<file path="src/rtl/turbo_pkg.sv">
// Shared types and helpers for the turbo encoder front end.
package turbo_pkg;

    localparam int TURBO_W  = 8;
    localparam int ROWS_DEF = 4;
    localparam int COLS_DEF = 4;

    typedef enum logic {
        FILL  = 1'b0,
        DRAIN = 1'b1
    } state_t;

    // Row-in/column-out address. For power-of-two dimensions this is a pure
    // bit rearrangement: the low row bits of idx move to the top, and the
    // remaining upper bits (the column number) move to the bottom.
    function automatic logic [31:0] intlv_addr(input logic [31:0] idx,
                                               input int unsigned row_bits,
                                               input int unsigned col_bits);
        logic [31:0] w_row;
        logic [31:0] w_col;
        w_row = idx & ((32'd1 << row_bits) - 32'd1);
        w_col = idx >> row_bits;
        return (w_row << col_bits) | w_col;
    endfunction

endpackage

</file>
<file path="src/rtl/turbo_intlv_mem.sv">
// Block storage: one write port, two combinational read ports
// (natural-order and interleaved).
module turbo_intlv_mem
    import turbo_pkg::*;
#(
    parameter int DEPTH = 16,
    parameter int AW    = $clog2(DEPTH)
) (
    input  logic               clk,
    input  logic               i_wr_en,
    input  logic [AW-1:0]      i_wr_addr,
    input  logic [TURBO_W-1:0] i_wr_data,
    input  logic [AW-1:0]      i_sys_addr,
    input  logic [AW-1:0]      i_int_addr,
    output logic [TURBO_W-1:0] o_sys_data,
    output logic [TURBO_W-1:0] o_int_data
);

    logic [TURBO_W-1:0] r_mem [DEPTH];

    // Byte write; contents are deliberately left unreset.
    always_ff @(posedge clk) begin
        if (i_wr_en) begin
            r_mem[i_wr_addr] <= i_wr_data;
        end
    end

    assign o_sys_data = r_mem[i_sys_addr];
    assign o_int_data = r_mem[i_int_addr];

endmodule

</file>
<file path="src/rtl/turbo_blk_interleaver.sv">
// Block interleaver: fills DEPTH bytes, then drains them as
// (systematic, interleaved) pairs with valid/ready on both sides.
module turbo_blk_interleaver
    import turbo_pkg::*;
#(
    parameter int ROWS  = ROWS_DEF,
    parameter int COLS  = COLS_DEF,
    parameter int DEPTH = ROWS * COLS
) (
    input  logic               clk,
    input  logic               rst,
    input  logic               clear,
    input  logic [TURBO_W-1:0] in_data,
    input  logic               in_valid,
    output logic               in_ready,
    output logic [TURBO_W-1:0] out_sys,
    output logic [TURBO_W-1:0] out_int,
    output logic               out_valid,
    input  logic               out_ready,
    output logic               out_last,
    output logic [7:0]         blk_cnt
);

    localparam int AW = $clog2(DEPTH);
    localparam int RB = $clog2(ROWS);
    localparam int CB = $clog2(COLS);

    state_t        r_state;
    state_t        w_state_nxt;
    logic [AW-1:0] r_wr_ptr;
    logic [AW-1:0] w_wr_ptr_nxt;
    logic [AW-1:0] r_rd_idx;
    logic [AW-1:0] w_rd_idx_nxt;
    logic [7:0]    r_blk_cnt;
    logic [7:0]    w_blk_cnt_nxt;
    logic          w_wr_en;
    logic          w_last;
    logic [AW-1:0] w_int_addr;

    assign w_int_addr = AW'(intlv_addr(32'(r_rd_idx), RB, CB));
    assign w_last     = (r_state == DRAIN) && (r_rd_idx == AW'(DEPTH - 1));

    assign in_ready  = (r_state == FILL);
    assign out_valid = (r_state == DRAIN);
    assign out_last  = w_last;
    assign blk_cnt   = r_blk_cnt;

    turbo_intlv_mem #(
        .DEPTH (DEPTH),
        .AW    (AW)
    ) u_mem (
        .clk        (clk),
        .i_wr_en    (w_wr_en),
        .i_wr_addr  (r_wr_ptr),
        .i_wr_data  (in_data),
        .i_sys_addr (r_rd_idx),
        .i_int_addr (w_int_addr),
        .o_sys_data (out_sys),
        .o_int_data (out_int)
    );

    // State, pointer and block-counter registers.
    always_ff @(posedge clk or negedge rst) begin
        if (!rst) begin
            r_state   <= FILL;
            r_wr_ptr  <= '0;
            r_rd_idx  <= '0;
            r_blk_cnt <= '0;
        end else begin
            r_state   <= w_state_nxt;
            r_wr_ptr  <= w_wr_ptr_nxt;
            r_rd_idx  <= w_rd_idx_nxt;
            r_blk_cnt <= w_blk_cnt_nxt;
        end
    end

    // Next-state logic; clear overrides any handshake in the same cycle.
    always_comb begin
        w_state_nxt   = r_state;
        w_wr_ptr_nxt  = r_wr_ptr;
        w_rd_idx_nxt  = r_rd_idx;
        w_blk_cnt_nxt = r_blk_cnt;
        w_wr_en       = 1'b0;
        if (clear) begin
            w_state_nxt  = FILL;
            w_wr_ptr_nxt = '0;
            w_rd_idx_nxt = '0;
        end else begin
            case (r_state)
                FILL: begin
                    if (in_valid) begin
                        w_wr_en      = 1'b1;
                        w_wr_ptr_nxt = r_wr_ptr + AW'(1);
                        if (r_wr_ptr == AW'(DEPTH - 1)) begin
                            w_state_nxt = DRAIN;
                        end
                    end
                end
                DRAIN: begin
                    if (out_ready) begin
                        if (w_last) begin
                            w_rd_idx_nxt  = '0;
                            w_blk_cnt_nxt = r_blk_cnt + 8'd1;
                            w_state_nxt   = FILL;
                        end else begin
                            w_rd_idx_nxt = r_rd_idx + AW'(1);
                        end
                    end
                end
                default: begin
                    w_state_nxt = FILL;
                end
            endcase
        end
    end

endmodule

</file>
<file path="config.mk">
export PLATFORM = sky130hd
export DESIGN_NAME = turbo_blk_interleaver
export DESIGN_NICKNAME = d
export VERILOG_FILES = /design/src/rtl/turbo_pkg.sv /design/src/rtl/turbo_intlv_mem.sv /design/src/rtl/turbo_blk_interleaver.sv
export SDC_FILE = /design/constraint.sdc
export NUM_CORES = 1
export LEC_CHECK = 0
export ABC_AREA = 1
export ABC_CLOCK_PERIOD_IN_PS = 2100
export CAP_MARGIN = 5
export CORE_UTILIZATION = 55
export CTS_CLUSTER_DIAMETER = 120
export DETAILED_ROUTE_END_ITERATION = 12
export GPL_TIMING_DRIVEN = 0
export HOLD_SLACK_MARGIN = 0.03
export PLACE_DENSITY = 0.74
export SETUP_SLACK_MARGIN = 0.3
export SLEW_MARGIN = 20
export SYNTH_ARGS = -nofsm -noshare
export SYNTH_HDL_FRONTEND = slang
export SYNTH_SLANG_ARGS = --single-unit
</file>
<file path="constraint.sdc">
create_clock -name clk -period 2.1 [get_ports clk]
set_input_delay 0.525 -clock clk [delete_from_list [all_inputs] [get_ports clk]]
set_output_delay 0.525 -clock clk [all_outputs]
set_load 0.01 [all_outputs]
</file>
**Word-level counts from Yosys, hierarchy flattened**

Memory sizes are Yosys's and may differ from the RTL's.
Index checks and enable logic that the tools add are counted.

- Memory bits (writable): 128
- Bits of input ports: 13
- Output and inout bits: 27
- Memories kept: 1
- Bits in registers: 17
- Logic and storage cells: 39

Memories:

| memory | words | bits a word | rd ports | clocked after memory_dff | write ports | line | text |
|---|---|---|---|---|---|---|---|
| u_mem.r_mem | 16 | 8 | 2 | 0 | 1 | turbo_intlv_mem.sv:19 | `logic [TURBO_W-1:0] r_mem [DEPTH];` |

- Add/sub/neg operators: 3
- Bitwise gates (word level): 3
- Reduce and logical (&&, ||, !) cells: 7
- Mux-type cells: 18
- Equal/unequal tests: 3

Operators by type and width:

| kind | number |
|---|---|
| two-way mux 4 bit | 7 |
| two-way mux 1 bit | 10 |
| adder 4 x 1 -> 4 bit (second input constant) | 2 |
| adder 8 x 1 -> 8 bit (second input constant) | 1 |
| equality test 4 bit (second input constant) | 2 |
| nonzero test 2 bit | 3 |
| bitwise OR 4 x 2 -> 4 bit | 1 |
| AND reduction 2 bit | 2 |
| AND reduction 4 bit | 1 |
| != test 2 bit (second input constant) | 1 |
| NOT 1 bit | 2 |
| case mux 1 bit (2 select lines) | 1 |
| logical AND 1 bit | 1 |

**Longest topological paths before layout**

Gate-level depths: netlist of run 1.

- Depth after elaboration: 6
- Depth in mapped cells: 9

**Hierarchy**

A second synthesis of run 1 with hierarchy kept.

- Cell total of the unflattened synthesis: 941
- Area, all modules: 7812.5 sq um

Modules (own cells, without submodules):

| module | seq. area each (sq um) | times used | area each (sq um) | cells an instance |
|---|---|---|---|---|
| turbo_intlv_mem | 3843.7 | 1 | 6939.2 | 835 |
| turbo_blk_interleaver | 425.4 | 1 | 873.3 | 106 |

**Least setup slack after synthesis of run 1**

No wires, ideal clock.

- Kind: register to register
- Start: register r_state (netlist: out_valid)
- End: memory u_mem.r_mem[0][0] (enable)
- Arrival time: 1452 ps
- Path slack: 278 ps
- Data required time: 1730 ps
- Period minus slack after synthesis: 1822 ps
- Cell stages (with the launch flop): 6
- Library setup time: 370 ps
- Path buffers: 0
- Cells stage by stage: dfrtp_1 > inv_1 > nand2_1 > nor2_1 > nand2_1 > nor2_1

- Longest elaborated chain between the ends: 4

RTL lines:

| element | line | text |
|---|---|---|
| start, declared | turbo_blk_interleaver.sv:28 | `state_t r_state;` |
| start signal, assigned | turbo_blk_interleaver.sv:70 | `r_state <= w_state_nxt;` |
| two-way mux 1 bit | turbo_blk_interleaver.sv:89 | `case (r_state)` |
| two-way mux 1 bit | turbo_blk_interleaver.sv:84 | `if (clear) begin` |
| two-way mux 1 bit | turbo_intlv_mem.sv:23 | `if (i_wr_en) begin` |
| two-way mux 1 bit (not written as such) | turbo_intlv_mem.sv:24 | `r_mem[i_wr_addr] <= i_wr_data;` |
| end, declared | turbo_intlv_mem.sv:19 |  |

Every way passes these cells.

**Worst setup path after layout of run 1**

- Start: register r_rd_idx[0]
- End: output out_sys[0]

- Longest elaborated chain between the ends: 1

RTL lines:

| element | line | text |
|---|---|---|
| start, declared | turbo_blk_interleaver.sv:32 | `logic [AW-1:0] r_rd_idx;` |
| start signal, assigned | turbo_blk_interleaver.sv:72 | `r_rd_idx <= w_rd_idx_nxt;` |
| memory read (16 x 8 bit) | - |  |
| end, declared | turbo_blk_interleaver.sv:16 | `output logic [TURBO_W-1:0] out_sys,` |

Every way passes these cells.

==> results of run 1 <==
## metrics by stage
step,setup slack (ns),utilization (%),setup TNS [ns],hold slack (ns),std cells
2_1_floorplan,0.278,-,0,0.229,920
3_3_place_gp,-0.738,62.0,-93.26,0.501,1135
3_5_place_dp,-0.783,62.0,-96.07,0.500,1135
4_1_cts,-0.417,74.3,-5.47,0.501,1199
5_1_grt,-0.597,80.1,-7.88,0.463,1217
6_report,-0.545,80.1,-7.34,0.445,1217
## sequential cells by signal, indices dropped and copies added (netlist names)
signal	count
blk_cnt	8
r_rd_idx	4
r_wr_ptr	4
u_mem.r_mem	128
out_valid	1
## cell usage after synthesis, drive strengths merged
cell	count	share of area (%)
nor3	3	0.19
xor2	2	0.23
ha	6	0.97
dfrtp	17	5.5
nor2	80	4.1
edfxtp	128	50
o22ai	1	0.081
inv	129	6.3
nand3	133	8.8
buf	43	3.5
xnor2	4	0.45
o211ai	32	3.1
o21ai	8	0.52
a31oi	1	0.081
clkbuf	7	0.34
nand2	308	15
a21oi	18	1.2
## routing by layer
metal	up-vias	track usage, %	part of all wire, %
li1	3202	-	-
met1	3592	47.5	33
met2	815	58.3	45
met3	195	9.91	15
met4	0	22.8	7.0
met5	-	0	0
## power by group
group	total, mW	switching, mW	internal [mW]
Clock	3.47	1.31	2.16
Combinational	0.238	0.160	0.0779
Sequential	3.17	0.0102	3.16
Total	6.88	1.48	5.40
## tightest hold or removal path, stage by stage
cell and delay, ns:
dlymetal6s2s_1 0.15, nand3_1 0.11, a21oi_1 0.07
## what timing repair did
action | CTS | global route
cloned | 2 | 7
setup endpoints to repair | 155 | 146
setup buffers | 30 | 11
resized for setup | 249 | 146
pin swaps | 41 | 66
## final timing paths
kind / to / cells past startpoint / slack (ns)
setup reg to reg: blk_cnt[3] / 9 / 0.35
max in group asynchronous: r_rd_idx[2] / 1 / 1.01
setup / recovery: out_sys[0] / 10 / -0.54
min in group asynchronous: r_wr_ptr[2] / 1 / 0.55
hold reg to reg: blk_cnt[6] / 1 / 0.50
hold / removal: r_wr_ptr[2] / 3 / 0.44
## layout make-up
type / instances / area [µm²] / share of cell area [%]
clock buffers: 18 / 439 / 4.07
multi-input cells: 596 / 3440 / 31.9
well taps: 176 / 220 / 2.04
flip-flops and latches: 145 / 4270 / 39.6
plain buffers: 50 / 649 / 6.02
repair buffers: 89 / 1030 / 9.58
inverters: 129 / 503 / 4.67
clock inverters: 14 / 224 / 2.08
## kinds of logic after synthesis
family / Yosys count / share of synthesized area [%]
xor gates and xnor gates: 6 / 0.680
DFF: 145 / 55.2
adders and majority gates: 6 / 0.971
and+or+nand+nor: 524 / 28.1
buffers and inverters: 179 / 10.1
AOI/OAI and AO/OA: 60 / 4.95
==> run metrics, run 1 <==
Cell Chain, Critical Path=buf_6 > inv_4 > buf_8 > nand2_1 > nand3_1 > nand2_1 > nor2_2 > nand2_1 > nand2_1 > buf_2; Slew headroom=38.0%; delay-heaviest family, CP=simple AND/OR/NAND/NOR gates; Worst setup EP type=output pin; fmax=378 MHz; hold buffers post-CTS=0; Post-Syn Area=0.00773 mm²; WP data arrival=2.12 ns; # diodes=0; vias in the first global route=6812; chip height=121 µm; die width=121 µm; CTS H-Tree Depth=4; largest net degree at the start of global routing=18; layout net count=1047; total global-route track usage=37.7%; pwr/cell area=638 mW/mm²; Worst setup SP type=flop; WP data required=1.57 ns; Clock Sinks=145; fillers=777; final setup vio count=17; post-synthesis cell type count=24; Mapped Nets=939; ratio of cells with drive above 1 in the final layout=29.8%; Static Leak=4.59 nW; I/O pins=40; synthesis-to-layout area growth=39.5%; detailed-route wire length per cell=24.3 µm; root buf cell=clkbuf_16; Cell Area, Placed=0.00834 mm²; site row count=42; slowest CP cell=dfrtp_1; Synth Warn #=0; clk slew on worst S/H paths=0.07 ns; Crit Reg-Reg Startpoint=r_rd_idx[2]; Critical Path Fanout Max=10; Core ar.=0.0135 mm²; DRT Wirelength=29600 µm; Max Root-Sink Buffers=2; Hold Startpoint=in_valid; most frequent cells in the layout=265 x nand2_1, 128 x edfxtp_1, 123 x inv_1; Avg Cell Area, Syn=8.40 µm²; GRT overflow=0; CTS Buf Count=17; worst path bufs/invs=4; initial core utilization=57.4%; gpl congestion=0.953; initial antenna violation count=0; critical path class=flop to output pin; Max IR drop VDD=0.535 mV; TritonCTS clock tree=built; worst stage delay on the critical path=0.40 ns; post-synthesis sequential area ratio=55.2%; Clock Latency Late Sink=0.44 ns; final worst-path cycle share=126%; final hold vios=0; Hold Path Class=input port to flop; status=finished, violations left; post-synthesis register bit count=145; Crit. Startpoint=r_rd_idx[0]; post-DP HPWL=16100 µm; Die ar.=0.0145 mm²; first-pass GRT wire length=39400 µm; drt pass-1 iters=7; Residual DRC=0; RSZ-0062 raised after global routing=yes; Worst Skew=0.00985 ns; worst setup margin=-0.545 ns; DR vias/cell=6.41; CP dominant cell by count=nand2_1; crit path time final=2.64 ns; failing checks=negative setup slack; design area=0.0108 mm²; total number of vias=7804; commonest non-fill, non-tap cell in the layout=nand2_1; fin. max-slew vios=0; Slew @ Worst Pin=0.928 ns; IO Port Bufs=39; Max-cap violations=0; Final ANT Viol Nets=0; Syn Inst Count=920; DRT iter0 DRCs=1793; total power=6.88 mW
No activity file was read; power rests on OpenSTA's default activity.
==> run 2: changes to the inputs <==
--- a/config.mk
+++ b/config.mk
@@ -10,10 +10,12 @@
 export CAP_MARGIN = 5
 export CORE_UTILIZATION = 55
 export CTS_CLUSTER_DIAMETER = 120
+export CTS_CLUSTER_SIZE = 20
 export DETAILED_ROUTE_END_ITERATION = 12
 export GPL_TIMING_DRIVEN = 0
 export HOLD_SLACK_MARGIN = 0.03
 export PLACE_DENSITY = 0.74
+export REMOVE_ABC_BUFFERS = 1
 export SETUP_SLACK_MARGIN = 0.3
 export SLEW_MARGIN = 20
 export SYNTH_ARGS = -nofsm -noshare
==> run metrics, run 2 (same netlist as run 1, synthesis figures left out) <==
critical path class=flop to output pin; CTS H-Tree Depth=4 (unchanged); detailed-route wire length per cell=22.1 µm (-9.2%); synthesis-to-layout area growth=32.5%; Worst setup SP type=flop; Max Root-Sink Buffers=2 (unchanged); root buf cell=clkbuf_16; layout net count=1032 (-1.4%); failing checks=negative setup slack; Cell Area, Placed=0.00813 mm² (-2.5%); fmax=394 MHz (+4.3%); # diodes=0 (unchanged); non-filler cells, final=1202 (-1.2%); chip height=121 µm (unchanged); Core ar.=0.0135 mm² (unchanged); commonest non-fill, non-tap cell in the layout=nand2_1; DRT iter0 DRCs=983 (-45%); Max-cap violations=0 (unchanged); final hold vios=0 (unchanged); Residual DRC=0 (unchanged); Critical Path Fanout Max=8 (-2); Biggest register=u_mem.r_mem; total number of vias=7289 (-6.6%); ratio of cells with drive above 1 in the final layout=21.9% (-7.8 points); CTS Buf Count=17 (unchanged); WP data required=1.57 ns (about the same); Static Leak=4.23 nW (-7.9%); Clock Latency Late Sink=0.44 ns (about the same); DRT Wirelength=26500 µm (-10%); design area=0.0102 mm² (-5.0%); DP Worst Slack=-1.56 ns (-0.773 ns); Final ANT Viol Nets=0 (unchanged); Slew headroom=48.7% (+11 points); DR vias/cell=6.06 (-5.4%); initial core utilization=57.4% (unchanged); most frequent cells in the layout=293 x nand2_1, 128 x edfxtp_1, 123 x inv_1; RSZ-0062 raised after global routing=yes; GRT overflow=0 (unchanged); initial antenna violation count=0 (unchanged); final worst-path cycle share=121% (-5.2 points); R2R cell count=7 (-2); gpl congestion=0.770 (-19%); clk slew on worst S/H paths=0.06 ns (about the same); drt pass-1 iters=6 (-1); Worst Skew=0.00724 ns (-0.00261 ns); TritonCTS clock tree=built; status=finished, violations left; Hold Path Class=flop to flop; first-pass GRT wire length=38000 µm (-3.4%); Worst setup EP type=output pin; placed cells=1087 (-4.2%); final setup vio count=16 (-1); site row count=42 (unchanged); post-DP HPWL=10300 µm (-36%); fin. max-slew vios=0 (unchanged); Clock Sinks=145 (unchanged); IO Port Bufs=39 (unchanged); worst setup margin=-0.436 ns (+0.109 ns); Max IR drop VDD=0.529 mV (-1.2%); crit path time final=2.54 ns (-0.109 ns); pwr/cell area=625 mW/mm² (-2.1%); WP data arrival=2.01 ns (-0.11 ns); Slew @ Worst Pin=0.767 ns (-0.161 ns); Die ar.=0.0145 mm² (unchanged); die width=121 µm (unchanged); I/O pins=40 (unchanged); vias in the first global route=6933 (+1.8%); max FFs per register=128 (unchanged); total global-route track usage=36.5% (-1.3 points); largest net degree at the start of global routing=58 (+40); hold path cells=1 (-2)
==> run 2: cell count changes in the layout (fill, tap and decap cells not counted), moves of 8 or more <==
cell     before  now
nand3_2      58   20
buf_6        25   10
nand2_2      33   12
nand2_4      10    2
buf_4        29   37
nand3_1      69  109
buf_12       26   18
nand2_1     265  293
==> run 2: through the flow <==
stage | utilization [%] | hold slack (ns) | TNS (ns) | power [mW]
6_report | 76.1 | 0.501 | -5.49 | 6.40
5_1_grt | 76.1 | 0.540 | -6.30 | 6.55
4_1_cts | 72.9 | 0.504 | -4.94 | 6.35
3_5_place_dp | 60.4 | 0.496 | -115.92 | 3.41
3_3_place_gp | 59.8 | 0.495 | -193.53 | 3.40
2_1_floorplan | - | 0.229 | -41.14 | 3.29
==> run 2: worst max-delay path: stages, from the launching register on <==
cell     delay (ns)
dfrtp_4        0.48
buf_12         0.21
nand2_8        0.10
inv_6          0.14
nand2_1        0.09
a21oi_1        0.23
nor2_2         0.07
nand2_1        0.07
nand2_1        0.05
buf_2          0.13
==> run 2: routing by layer <==
metal / vias up / wire (µm) / GRT usage (%)
met5: - / 0 / 0
met2: 585 / 12400 / 57.0
met3: 147 / 3410 / 8.44
li1: 3165 / - / -
met1: 3392 / 9110 / 45.3
met4: 0 / 1600 / 24.4
==> run 2: area by class of cell <==
class	count	area, µm²
multi-input combinational	596	3130
inverter	129	548
timing repair buffer	119	1410
tap	176	220
sequential	145	4280
fill	866	3210
timing repair inverter	5	72.6
clock inverter	13	144
clock buffer	19	433
==> run 2: final timing paths <==
check                             from                 to  slack, ns
min in group asynchronous          rst        r_wr_ptr[1]       0.54
max in group asynchronous          rst        r_rd_idx[1]       1.00
setup / recovery           r_rd_idx[2]         out_sys[4]      -0.44
hold / removal              blk_cnt[6]         blk_cnt[6]       0.50
setup reg to reg             out_valid  u_mem.r_mem[7][1]       0.41
hold reg to reg             blk_cnt[6]         blk_cnt[6]       0.50
==> run 2: report_power, final <==
group	switching, mW	leakage, nW	internal [mW]
combinational	0.132	2.57	0.0739
clock	1.18	0.275	1.84
sequential	0.0104	1.38	3.16
==> run 2: repair_timing <==
item                                    in CTS  in global routing
hold buffers                                 0                  0
gates cloned                                12                  3
endpoints found under the setup margin     166                146
resized for setup                          167                 73
buffers inserted                            58                 10
pin swaps                                   38                 45
